===== config.mk =====
export PLATFORM = sky130hd
export DESIGN_NAME = mem_port_arbiter_flat
export DESIGN_NICKNAME = d
export VERILOG_FILES = /design/src/rtl/mem_port_arbiter_pkg.sv /design/src/rtl/mem_port_arbiter_if.sv /design/src/rtl/mem_port_arbiter_starve_cnt.sv /design/src/rtl/mem_port_arbiter.sv /design/src/flat_wrapper.sv
export SDC_FILE = /design/constraint.sdc
export NUM_CORES = 1
export LEC_CHECK = 0
export ABC_AREA = 1
export CORE_MARGIN = 5
export CORE_UTILIZATION = 41
export DETAILED_ROUTE_END_ITERATION = 6
export GPL_ROUTABILITY_DRIVEN = 1
export PLACE_DENSITY = 0.86
export SYNTH_ARGS = -nofsm -noshare
export SYNTH_HDL_FRONTEND = slang
export SYNTH_SLANG_ARGS = --single-unit

===== constraint.sdc =====
create_clock -name clk1 -period 2.96 [get_ports clk1]
set_input_delay 0.592 -clock clk1 [delete_from_list [all_inputs] [get_ports clk1]]
set_output_delay 0.592 -clock clk1 [all_outputs]
set_load 0.005 [all_outputs]

===== src/rtl/mem_port_arbiter_pkg.sv =====
`default_nettype none
// ---------------------------------------------------------------------------
// mem_arb_pkg: shared types and constants for mem_port_arbiter.  Rev 1.0
// ---------------------------------------------------------------------------
package mem_arb_pkg;

  localparam int DEF_ADDR_W = 8;
  localparam int DEF_DATA_W = 32;

  localparam int REQ_IF  = 0;
  localparam int REQ_LS  = 1;
  localparam int REQ_DBG = 2;

  typedef enum logic [1:0] {
    OWN_NONE = 2'b00,
    OWN_IF   = 2'b01,
    OWN_LS   = 2'b10,
    OWN_DBG  = 2'b11
  } owner_e;

endpackage
`default_nettype wire


===== src/rtl/mem_port_arbiter_if.sv =====
`default_nettype none
// ---------------------------------------------------------------------------
// mem_port_arbiter_if: requester and memory-side signals of mem_port_arbiter.  Rev 1.0
// ---------------------------------------------------------------------------
interface mem_port_arbiter_if
  import mem_arb_pkg::*;
#(
  parameter int ADDR_W = DEF_ADDR_W,
  parameter int DATA_W = DEF_DATA_W
);
  logic              if_req;
  logic [ADDR_W-1:0] if_addr;
  logic              if_gnt;
  logic              if_rvalid;
  logic [DATA_W-1:0] if_rdata;

  logic              ls_req;
  logic              ls_we;
  logic [ADDR_W-1:0] ls_addr;
  logic [DATA_W-1:0] ls_wdata;
  logic              ls_gnt;
  logic              ls_rvalid;
  logic [DATA_W-1:0] ls_rdata;

  logic              dbg_req;
  logic              dbg_we;
  logic [ADDR_W-1:0] dbg_addr;
  logic [DATA_W-1:0] dbg_wdata;
  logic              dbg_gnt;
  logic              dbg_rvalid;
  logic [DATA_W-1:0] dbg_rdata;

  logic              mem_en;
  logic              mem_we;
  logic [ADDR_W-1:0] mem_addr;
  logic [DATA_W-1:0] mem_wdata;
  logic [DATA_W-1:0] mem_rdata;

  modport slave (
    input  if_req, if_addr,
    output if_gnt, if_rvalid, if_rdata,
    input  ls_req, ls_we, ls_addr, ls_wdata,
    output ls_gnt, ls_rvalid, ls_rdata,
    input  dbg_req, dbg_we, dbg_addr, dbg_wdata,
    output dbg_gnt, dbg_rvalid, dbg_rdata,
    output mem_en, mem_we, mem_addr, mem_wdata,
    input  mem_rdata
  );

  modport master (
    output if_req, if_addr,
    input  if_gnt, if_rvalid, if_rdata,
    output ls_req, ls_we, ls_addr, ls_wdata,
    input  ls_gnt, ls_rvalid, ls_rdata,
    output dbg_req, dbg_we, dbg_addr, dbg_wdata,
    input  dbg_gnt, dbg_rvalid, dbg_rdata,
    input  mem_en, mem_we, mem_addr, mem_wdata,
    output mem_rdata
  );

endinterface
`default_nettype wire


===== src/rtl/mem_port_arbiter_starve_cnt.sv =====
`default_nettype none
// ---------------------------------------------------------------------------
// arb_starve_cnt: saturating count of consecutive denied cycles; promotes at limit.  Rev 1.0
// ---------------------------------------------------------------------------
module arb_starve_cnt (
  input  logic       clk1,
  input  logic       reset,
  input  logic       req_i,
  input  logic       gnt_i,
  input  logic [3:0] limit_i,
  output logic       promote_o
);

  logic [3:0] cnt_q;
  logic [3:0] cnt_d;

  always_comb begin
    cnt_d = cnt_q;
    if (!req_i || gnt_i) begin
      cnt_d = 4'd0;
    end else if (cnt_q < limit_i) begin
      cnt_d = cnt_q + 4'd1;
    end
  end

  always_ff @(posedge clk1 or negedge reset) begin
    if (!reset) begin
      cnt_q <= 4'd0;
    end else begin
      cnt_q <= cnt_d;
    end
  end

  assign promote_o = (cnt_q == limit_i);

endmodule
`default_nettype wire


===== src/rtl/mem_port_arbiter.sv =====
`default_nettype none
// ---------------------------------------------------------------------------
// mem_port_arbiter: LS > IF > DBG arbiter for a single-ported memory, with starvation
// promotion of IF/DBG. Define ARB_PERF_CNT_EN for grant/stall counters.  Rev 1.0
// ---------------------------------------------------------------------------
module mem_port_arbiter
  import mem_arb_pkg::*;
#(
  parameter int ADDR_W     = DEF_ADDR_W,
  parameter int DATA_W     = DEF_DATA_W,
  parameter int STARVE_MAX = 4
) (
  input  logic              clk1,
  input  logic              reset,
  mem_port_arbiter_if.slave bus
`ifdef ARB_PERF_CNT_EN
  ,
  output logic [31:0]       perf_gnt_if,
  output logic [31:0]       perf_gnt_ls,
  output logic [31:0]       perf_gnt_dbg,
  output logic [31:0]       perf_stall_if
`endif
);

  localparam logic [3:0] LIMIT = 4'(STARVE_MAX);

  logic [2:0]        gnt_w;
  logic              if_promote_w;
  logic              dbg_promote_w;
  logic              mem_we_w;
  logic [ADDR_W-1:0] mem_addr_w;
  logic [DATA_W-1:0] mem_wdata_w;
  owner_e            owner_d;
  owner_e            owner_q;
  logic [DATA_W-1:0] if_rdata_q;
  logic [DATA_W-1:0] ls_rdata_q;
  logic [DATA_W-1:0] dbg_rdata_q;

  arb_starve_cnt u_if_starve (
    .clk1      (clk1),
    .reset     (reset),
    .req_i     (bus.if_req),
    .gnt_i     (gnt_w[REQ_IF]),
    .limit_i   (LIMIT),
    .promote_o (if_promote_w)
  );

  arb_starve_cnt u_dbg_starve (
    .clk1      (clk1),
    .reset     (reset),
    .req_i     (bus.dbg_req),
    .gnt_i     (gnt_w[REQ_DBG]),
    .limit_i   (LIMIT),
    .promote_o (dbg_promote_w)
  );

  // Promotions first (IF before DBG), then fixed priority.
  always_comb begin
    gnt_w = 3'b000;
    if (reset) begin
      if (if_promote_w && bus.if_req)        gnt_w[REQ_IF]  = 1'b1;
      else if (dbg_promote_w && bus.dbg_req) gnt_w[REQ_DBG] = 1'b1;
      else if (bus.ls_req)                   gnt_w[REQ_LS]  = 1'b1;
      else if (bus.if_req)                   gnt_w[REQ_IF]  = 1'b1;
      else if (bus.dbg_req)                  gnt_w[REQ_DBG] = 1'b1;
    end
  end

  always_comb begin
    mem_we_w    = 1'b0;
    mem_addr_w  = '0;
    mem_wdata_w = '0;
    owner_d     = OWN_NONE;
    if (gnt_w[REQ_LS]) begin
      mem_we_w    = bus.ls_we;
      mem_addr_w  = bus.ls_addr;
      mem_wdata_w = bus.ls_wdata;
      owner_d     = bus.ls_we ? OWN_NONE : OWN_LS;
    end else if (gnt_w[REQ_IF]) begin
      mem_addr_w  = bus.if_addr;
      owner_d     = OWN_IF;
    end else if (gnt_w[REQ_DBG]) begin
      mem_we_w    = bus.dbg_we;
      mem_addr_w  = bus.dbg_addr;
      mem_wdata_w = bus.dbg_wdata;
      owner_d     = bus.dbg_we ? OWN_NONE : OWN_DBG;
    end
  end

  assign bus.if_gnt    = gnt_w[REQ_IF];
  assign bus.ls_gnt    = gnt_w[REQ_LS];
  assign bus.dbg_gnt   = gnt_w[REQ_DBG];
  assign bus.mem_en    = |gnt_w;
  assign bus.mem_we    = mem_we_w;
  assign bus.mem_addr  = mem_addr_w;
  assign bus.mem_wdata = mem_wdata_w;

  always_ff @(posedge clk1 or negedge reset) begin
    if (!reset) begin
      owner_q     <= OWN_NONE;
      if_rdata_q  <= '0;
      ls_rdata_q  <= '0;
      dbg_rdata_q <= '0;
    end else begin
      owner_q <= owner_d;
      if (owner_q == OWN_IF)  if_rdata_q  <= bus.mem_rdata;
      if (owner_q == OWN_LS)  ls_rdata_q  <= bus.mem_rdata;
      if (owner_q == OWN_DBG) dbg_rdata_q <= bus.mem_rdata;
    end
  end

  // Memory data only exists in the return cycle, so rdata bypasses it then and
  // the hold register keeps it visible afterwards.
  assign bus.if_rvalid  = (owner_q == OWN_IF);
  assign bus.ls_rvalid  = (owner_q == OWN_LS);
  assign bus.dbg_rvalid = (owner_q == OWN_DBG);
  assign bus.if_rdata   = bus.if_rvalid  ? bus.mem_rdata : if_rdata_q;
  assign bus.ls_rdata   = bus.ls_rvalid  ? bus.mem_rdata : ls_rdata_q;
  assign bus.dbg_rdata  = bus.dbg_rvalid ? bus.mem_rdata : dbg_rdata_q;

`ifdef ARB_PERF_CNT_EN
  always_ff @(posedge clk1 or negedge reset) begin
    if (!reset) begin
      perf_gnt_if   <= 32'd0;
      perf_gnt_ls   <= 32'd0;
      perf_gnt_dbg  <= 32'd0;
      perf_stall_if <= 32'd0;
    end else begin
      perf_gnt_if   <= perf_gnt_if   + 32'(gnt_w[REQ_IF]);
      perf_gnt_ls   <= perf_gnt_ls   + 32'(gnt_w[REQ_LS]);
      perf_gnt_dbg  <= perf_gnt_dbg  + 32'(gnt_w[REQ_DBG]);
      perf_stall_if <= perf_stall_if + 32'(bus.if_req && !gnt_w[REQ_IF]);
    end
  end
`endif

endmodule
`default_nettype wire


===== src/flat_wrapper.sv =====
// flat-port wrapper written by rule: the top's interface ports become plain ports
module mem_port_arbiter_flat import mem_arb_pkg::*;
#(
  parameter int ADDR_W     = DEF_ADDR_W,
  parameter int DATA_W     = DEF_DATA_W,
  parameter int STARVE_MAX = 4
)
  (clk1, reset, bus_if_req, bus_if_addr, bus_if_gnt, bus_if_rvalid, bus_if_rdata, bus_ls_req, bus_ls_we, bus_ls_addr, bus_ls_wdata, bus_ls_gnt, bus_ls_rvalid, bus_ls_rdata, bus_dbg_req, bus_dbg_we, bus_dbg_addr, bus_dbg_wdata, bus_dbg_gnt, bus_dbg_rvalid, bus_dbg_rdata, bus_mem_en, bus_mem_we, bus_mem_addr, bus_mem_wdata, bus_mem_rdata);
  mem_port_arbiter_if #(.ADDR_W(ADDR_W), .DATA_W(DATA_W)) bus_i ();
  input  logic clk1;
  input  logic reset;
  input wire logic [$bits(bus_i.if_req)-1:0] bus_if_req;
  input wire logic [$bits(bus_i.if_addr)-1:0] bus_if_addr;
  output wire logic [$bits(bus_i.if_gnt)-1:0] bus_if_gnt;
  output wire logic [$bits(bus_i.if_rvalid)-1:0] bus_if_rvalid;
  output wire logic [$bits(bus_i.if_rdata)-1:0] bus_if_rdata;
  input wire logic [$bits(bus_i.ls_req)-1:0] bus_ls_req;
  input wire logic [$bits(bus_i.ls_we)-1:0] bus_ls_we;
  input wire logic [$bits(bus_i.ls_addr)-1:0] bus_ls_addr;
  input wire logic [$bits(bus_i.ls_wdata)-1:0] bus_ls_wdata;
  output wire logic [$bits(bus_i.ls_gnt)-1:0] bus_ls_gnt;
  output wire logic [$bits(bus_i.ls_rvalid)-1:0] bus_ls_rvalid;
  output wire logic [$bits(bus_i.ls_rdata)-1:0] bus_ls_rdata;
  input wire logic [$bits(bus_i.dbg_req)-1:0] bus_dbg_req;
  input wire logic [$bits(bus_i.dbg_we)-1:0] bus_dbg_we;
  input wire logic [$bits(bus_i.dbg_addr)-1:0] bus_dbg_addr;
  input wire logic [$bits(bus_i.dbg_wdata)-1:0] bus_dbg_wdata;
  output wire logic [$bits(bus_i.dbg_gnt)-1:0] bus_dbg_gnt;
  output wire logic [$bits(bus_i.dbg_rvalid)-1:0] bus_dbg_rvalid;
  output wire logic [$bits(bus_i.dbg_rdata)-1:0] bus_dbg_rdata;
  output wire logic [$bits(bus_i.mem_en)-1:0] bus_mem_en;
  output wire logic [$bits(bus_i.mem_we)-1:0] bus_mem_we;
  output wire logic [$bits(bus_i.mem_addr)-1:0] bus_mem_addr;
  output wire logic [$bits(bus_i.mem_wdata)-1:0] bus_mem_wdata;
  input wire logic [$bits(bus_i.mem_rdata)-1:0] bus_mem_rdata;
  assign bus_i.if_req = bus_if_req;
  assign bus_i.if_addr = bus_if_addr;
  assign bus_if_gnt = bus_i.if_gnt;
  assign bus_if_rvalid = bus_i.if_rvalid;
  assign bus_if_rdata = bus_i.if_rdata;
  assign bus_i.ls_req = bus_ls_req;
  assign bus_i.ls_we = bus_ls_we;
  assign bus_i.ls_addr = bus_ls_addr;
  assign bus_i.ls_wdata = bus_ls_wdata;
  assign bus_ls_gnt = bus_i.ls_gnt;
  assign bus_ls_rvalid = bus_i.ls_rvalid;
  assign bus_ls_rdata = bus_i.ls_rdata;
  assign bus_i.dbg_req = bus_dbg_req;
  assign bus_i.dbg_we = bus_dbg_we;
  assign bus_i.dbg_addr = bus_dbg_addr;
  assign bus_i.dbg_wdata = bus_dbg_wdata;
  assign bus_dbg_gnt = bus_i.dbg_gnt;
  assign bus_dbg_rvalid = bus_i.dbg_rvalid;
  assign bus_dbg_rdata = bus_i.dbg_rdata;
  assign bus_mem_en = bus_i.mem_en;
  assign bus_mem_we = bus_i.mem_we;
  assign bus_mem_addr = bus_i.mem_addr;
  assign bus_mem_wdata = bus_i.mem_wdata;
  assign bus_i.mem_rdata = bus_mem_rdata;
  mem_port_arbiter #(.ADDR_W(ADDR_W), .DATA_W(DATA_W), .STARVE_MAX(STARVE_MAX)) u_core (.clk1(clk1), .reset(reset), .bus(bus_i));
endmodule

# --- After elaboration in Yosys (flattened, before gate mapping) ---
# Cells that the tools add are included.
op_classes:
  addsub: 2
  order_cmp: 2
  n_eq_ne: 5
  n_mux: 32
  reduce_logical: 9
op_table:
  columns: ["operator", "count"]
  rows:
  - ["$mux W32", 6]
  - ["$mux W8", 3]
  - ["$mux W4", 4]
  - ["$mux W2", 7]
  - ["$mux W1", 11]
  - ["$add A4 B1 Y4 const B", 2]
  - ["$eq A4 B3 Y1 const B", 2]
  - ["$lt A4 B3 Y1 const B", 2]
  - ["$eq A2 B2 Y1 const B", 2]
  - ["$reduce_bool A2 Y1", 2]
  - ["$mux W3", 1]
  - ["$reduce_or A3 Y1", 1]
  - ["$eq A2 B1 Y1 const B", 1]
  - ["$logic_and A1 B1 Y1", 2]
  - ["$logic_not A1 Y1", 2]
  - ["$logic_or A1 B1 Y1", 2]
totals:
  register_bits: 106
  input_bits: 127
  output_inout_bits: 144
  word_cells: 56

# --- Depth between registers and ports, before layout ---
logic_depth:
  word_depth: 9
  depth_mapped: 11
  depth_no_buf: 10

# --- Modules after synthesis ---
# A second synthesis with hierarchy kept.
hier_totals:
  cells_unflattened: 604
  area_unflattened_um2: 5058.6
modules_own_cells:
  columns: ["module", "n_inst", "cells_per_inst", "area_each_um2", "seq_area_each_um2"]
  rows:
  - ["mem_port_arbiter", 1, 510, 4290.4, 2452.4]
  - ["arb_starve_cnt", 2, 47, 384.1, 100.1]

# --- Worst setup path before layout ---
# OpenSTA, ideal clock, no wires.
synth_timing:
  path_kind: "input port to output port"
  from: "input port reset"
  to: "output port bus_mem_wdata[22]"
  arrival_time_ps: 1360
  required_time_ps: 2368
  path_slack_ps: 1008
  stages: 8
  n_path_buf: 2
  cell_sequence: "buf_4 inv_2 nor2_8 nand2_4 inv_4 buf_6 nand2_1 nand2_1"
synth_between:
  elab_chain_len: 4
synth_lines:
  columns: ["item", "line_no", "source"]
  rows:
  - ["start, declared", "flat_wrapper.sv:11", "input logic reset;"]
  - ["$mux W3", "mem_port_arbiter.sv:60", "if (reset) begin"]
  - ["net bus_dbg_gnt", "flat_wrapper.sv:28", "output wire logic [$bits(bus_i.dbg_gnt)-1:0] bus_dbg_gnt;"]
  - ["$mux W32", "mem_port_arbiter.sv:82", "end else if (gnt_w[REQ_DBG]) begin"]
  - ["$mux W32", "mem_port_arbiter.sv:79", "end else if (gnt_w[REQ_IF]) begin"]
  - ["$mux W32", "mem_port_arbiter.sv:74", "if (gnt_w[REQ_LS]) begin"]
  - ["end, declared", "flat_wrapper.sv:34", "output wire logic [$bits(bus_i.mem_wdata)-1:0] bus_mem_wdata;"]
# The timed path passes the listed nets, and every way through them passes these cells.

# --- Worst setup path in the final report ---
layout_timing:
  from: "input port bus_ls_req"
  to: "output port bus_mem_we"
layout_between:
  elab_chain_len: 7
  elab_cells_between_ends: 11
  classes_between: "mux: 11"
layout_lines:
  columns: ["item", "line_no", "source"]
  rows:
  - ["start, declared", "flat_wrapper.sv:17", "input wire logic [$bits(bus_i.ls_req)-1:0] bus_ls_req;"]
  - ["$mux W1", "mem_port_arbiter.sv:63", "else if (bus.ls_req) gnt_w[REQ_LS] = 1'b1;"]
  - ["$mux W1", "mem_port_arbiter.sv:62", "else if (dbg_promote_w && bus.dbg_req) gnt_w[REQ_DBG] = 1'b1;"]
  - ["$mux W2", "mem_port_arbiter.sv:61", "if (if_promote_w && bus.if_req) gnt_w[REQ_IF] = 1'b1;"]
  - ["$mux W3 (*)", "mem_port_arbiter.sv:60", null]
  - ["$mux W1", "mem_port_arbiter.sv:82", null]
  - ["$mux W1", "mem_port_arbiter.sv:79", null]
  - ["$mux W1 (*)", "mem_port_arbiter.sv:74", null]
  - ["end, declared", "flat_wrapper.sv:32", "output wire logic [$bits(bus_i.mem_we)-1:0] bus_mem_we;"]
# Mark *: on every way between the ends. The rest lies on a longest branch, timed or not.

==> impl_metrics.csv <==
group,metric,value,unit
setup_path,end_kind,"output port",
pwr,p_leak,3.82,nW
logic_synthesis,synth-compound-area-share,10.6,%
timing,finalClockSkew,8.28,ps
drt,detail_route.wl_per_cell,16.7,um
setup_path,path_class,"input port to output port",
global_routing,grt_max_degree,63,
logic_synthesis,avgSynthCellArea,8.45,sq um
drt,ant_nets,0,
place,port_buffers,270,
floorplan,dieArea,13800,sq um
timing,setup_ws,61.3,ps
drt,drt_iter0_drc,273,
clock_tree,cts_tree,"built",
drt,drc,0,
pwr,p_clk_share,24.4,%
timing,max_freq,345,MHz
drt,drt_first_pass_iters,5,
floorplan,die_y,117,um
setup_path,required,2370,ps
logic_synthesis,yosysTopAreaCell,"dfrtp_1",
finish,layout.nets,959,
logic_synthesis,synth_top_area_share,56.0,%
timing,hold_viol,0,
global_routing,track_usage,22.9,%
pwr,p_comb_share,36.3,%
pwr,ir_drop,451,uV
logic_synthesis,ys_warn_count,0,
clock_tree,clkSinkCount,106,
logic_synthesis,synth-xor-area-share,0.370,%
logic_synthesis,synthAdderAreaFrac,1.06,%
min_path,hold_path.class,"input port to asynchronous set/reset pin",
place,hpwl,13100,um
drt,drt_wl_total,16300,um
timing,drv_slew,0,
pwr,power.density,623,nW/um^2
clock_tree,clk_pin_slew,70,ps
floorplan,core.rowCount,39,
logic_synthesis,seq_area_frac_synth,56.0,%
finish,stdcell_count,976,
place,gp_congestion,0.918,
clock_tree,postCtsHoldBufs,0,
clock_tree,cts.path.max_buffers,2,
floorplan,design.core.area,11400,sq um
setup_path,start_kind,"input port",
logic_synthesis,synthCells,560,
outcome,status,"complete, no violations",
finish,area_delta_synth_final,68.9,%
timing,min_period,2900,ps
pwr,power_switching_share,27.9,%
clock_tree,worstSkewPairLatency,330,ps
timing,slew_headroom,55.9,%
floorplan,io_pins,271,
pwr,p_sw,1.39,mW
timing,period_share,97.9,%
logic_synthesis,synthTopCellsByArea,"dfrtp_1, nand2_1, o21ai_0",
logic_synthesis,synth_cell_types,22,
logic_synthesis,synthesis.area,4730,sq um
place,place_ws,-8.08,ps
logic_synthesis,synthMuxAreaShare,0,%
setup_path,crit_fanout,35,
clock_tree,cts_buffers,9,
global_routing,grt-ovfl-total,0,
finish,final_common_cell,"clkdlybuf4s50_1",
job,drv_cap,0,
clock_tree,htree_levels,3,
timing,hold_slack,195,ps
finish,diodes,0,
clock_tree,root_buffer,"clkbuf_16",
logic_synthesis,synth_top_family_by_area,"simple AND/OR/NAND/NOR gates",
floorplan,start_util,41.6,%
pwr,p_int,3.59,mW
logic_synthesis,synth_fp_nets,691,
finish,drive_gt1_share,7.92,%
drt,vias,4704,
place,place_area,7610,sq um
timing,worst_slew_pin_slew,661,ps
floorplan,die_w,117,um
finish,final_cell_mix,"clkdlybuf4s50_1, nand2_1, dfrtp_1",
logic_synthesis,ys_ff_latch,106,
global_routing,grt_pass1_vias,4921,
logic_synthesis,synthSimpleGateAreaFrac,24.1,%
global_routing,antenna_found_initial,0,
pwr,pwr-share-seq,39.2,%
place,placed_cells_incl_taps,958,
drt,routed_via_density,4.82,
finish,stdcell_area,8000,sq um
timing,setup_viol,0,
global_routing,grt_pass1_wl,25700,um
setup_path,crit_arrival,2310,ps
==> critical path, stage by stage <==
cell	delay, ps
clkdlybuf4s50_1	490
inv_2	50
buf_4	150
nor2_8	110
nand2_4	80
clkinv_8	140
nand2_1	70
nand2_1	100
clkdlybuf4s50_1	510
==> metal layers <==
layer / part of all wire, % / vias to the layer above / track usage, %
met5: 0 / - / 0
met4: 2.2 / 0 / 7.53
met3: 6.7 / 26 / 5.29
met2: 55 / 199 / 42.8
met1: 36 / 2190 / 25.5
li1: - / 2289 / -
==> timing repair <==
item,CTS,global route
buffers inserted,0,1
resized for setup,3,16
gates cloned,0,1
pin swaps,0,2
endpoints found under the setup margin,6,79
==> synth_stat cells <==
| cell type | number |
|---|---|
| buf_2 | 6 |
| nor2_2 | 2 |
| nor2_8 | 2 |
| xor2_1 | 2 |
| ha_1 | 4 |
| nor2_1 | 14 |
| clkbuf_1 | 15 |
| buf_4 | 1 |
| nand2_1 | 199 |
| nand3_1 | 34 |
| inv_6 | 1 |
| o21ai_0 | 96 |
| nand2_4 | 3 |
| a21oi_1 | 4 |
| nor2_4 | 1 |
| buf_8 | 1 |
| nand2_2 | 12 |
| inv_4 | 1 |
| dfrtp_1 | 106 |
| buf_6 | 5 |
| inv_1 | 46 |
| inv_2 | 5 |
==> power by group through the flow <==
| stage | registers (mW) | clock network (mW) | logic [mW] |
|---|---|---|---|
| detailed placement | 1.98 | 0 | 1.81 |
| global placement | 1.95 | 0 | 1.77 |
| finish | 1.95 | 1.22 | 1.81 |
| CTS | 1.95 | 1.25 | 1.83 |
| floorplan | 1.94 | 0 | 0.583 |
| global route | 1.99 | 1.30 | 1.97 |
==> kinds of logic after synthesis <==
kind of cell,count (synthesis)
adder cells (fa/ha/maj),4
AO/OA/AOI/OAI,100
flip-flops,106
AND/OR/NAND/NOR,267
buffers and inverters,81
XOR/XNOR,2
==> final timing paths <==
path / start / endpoint / slack, ps / cells after the start
worst max-delay path: bus_ls_req / bus_mem_we / 60 / 9
worst min-delay path: reset / u_core.if_rdata_q[1] / 190 / 2
worst max register to register: u_core.u_dbg_starve.cnt_q[0] / u_core.u_if_starve.cnt_q[1] / 1450 / 10
worst min register to register: u_core.if_rdata_q[24] / u_core.if_rdata_q[24] / 510 / 2
max in group asynchronous: reset / u_core.dbg_rdata_q[18] / 1890 / 3
min in group clk1: u_core.if_rdata_q[24] / u_core.if_rdata_q[24] / 510 / 2
==> sequential cells by signal, summed over array words and instances (netlist names) <==
| name | cells |
|---|---|
| u_core.dbg_rdata_q | 32 |
| u_core.if_rdata_q | 32 |
| u_core.ls_rdata_q | 32 |
| u_core.u_dbg_starve.cnt_q | 4 |
| u_core.u_if_starve.cnt_q | 4 |
| u_core.owner_q | 2 |
==> per-stage QoR <==
stage / util (%) / TNS [ps] / power (mW)
final: 70.3 / 0 / 4.98
after detailed placement: 67.0 / -19.9 / 3.79
after global routing: 70.3 / -0.293 / 5.26
after floorplan: - / 0 / 2.52
after global placement: 67.0 / 0 / 3.72
after CTS: 69.7 / 0 / 5.03
==> layout make-up <==
cell class | count | area, sq um
timing repair buffer | 285 | 2900
clock buffer | 11 | 253
fill | 859 | 3370
sequential | 106 | 2650
multi-input combinational | 373 | 1740
tap | 143 | 179
inverter | 53 | 216
clock inverter | 5 | 60.1
(Power assumes the default switching activity.)
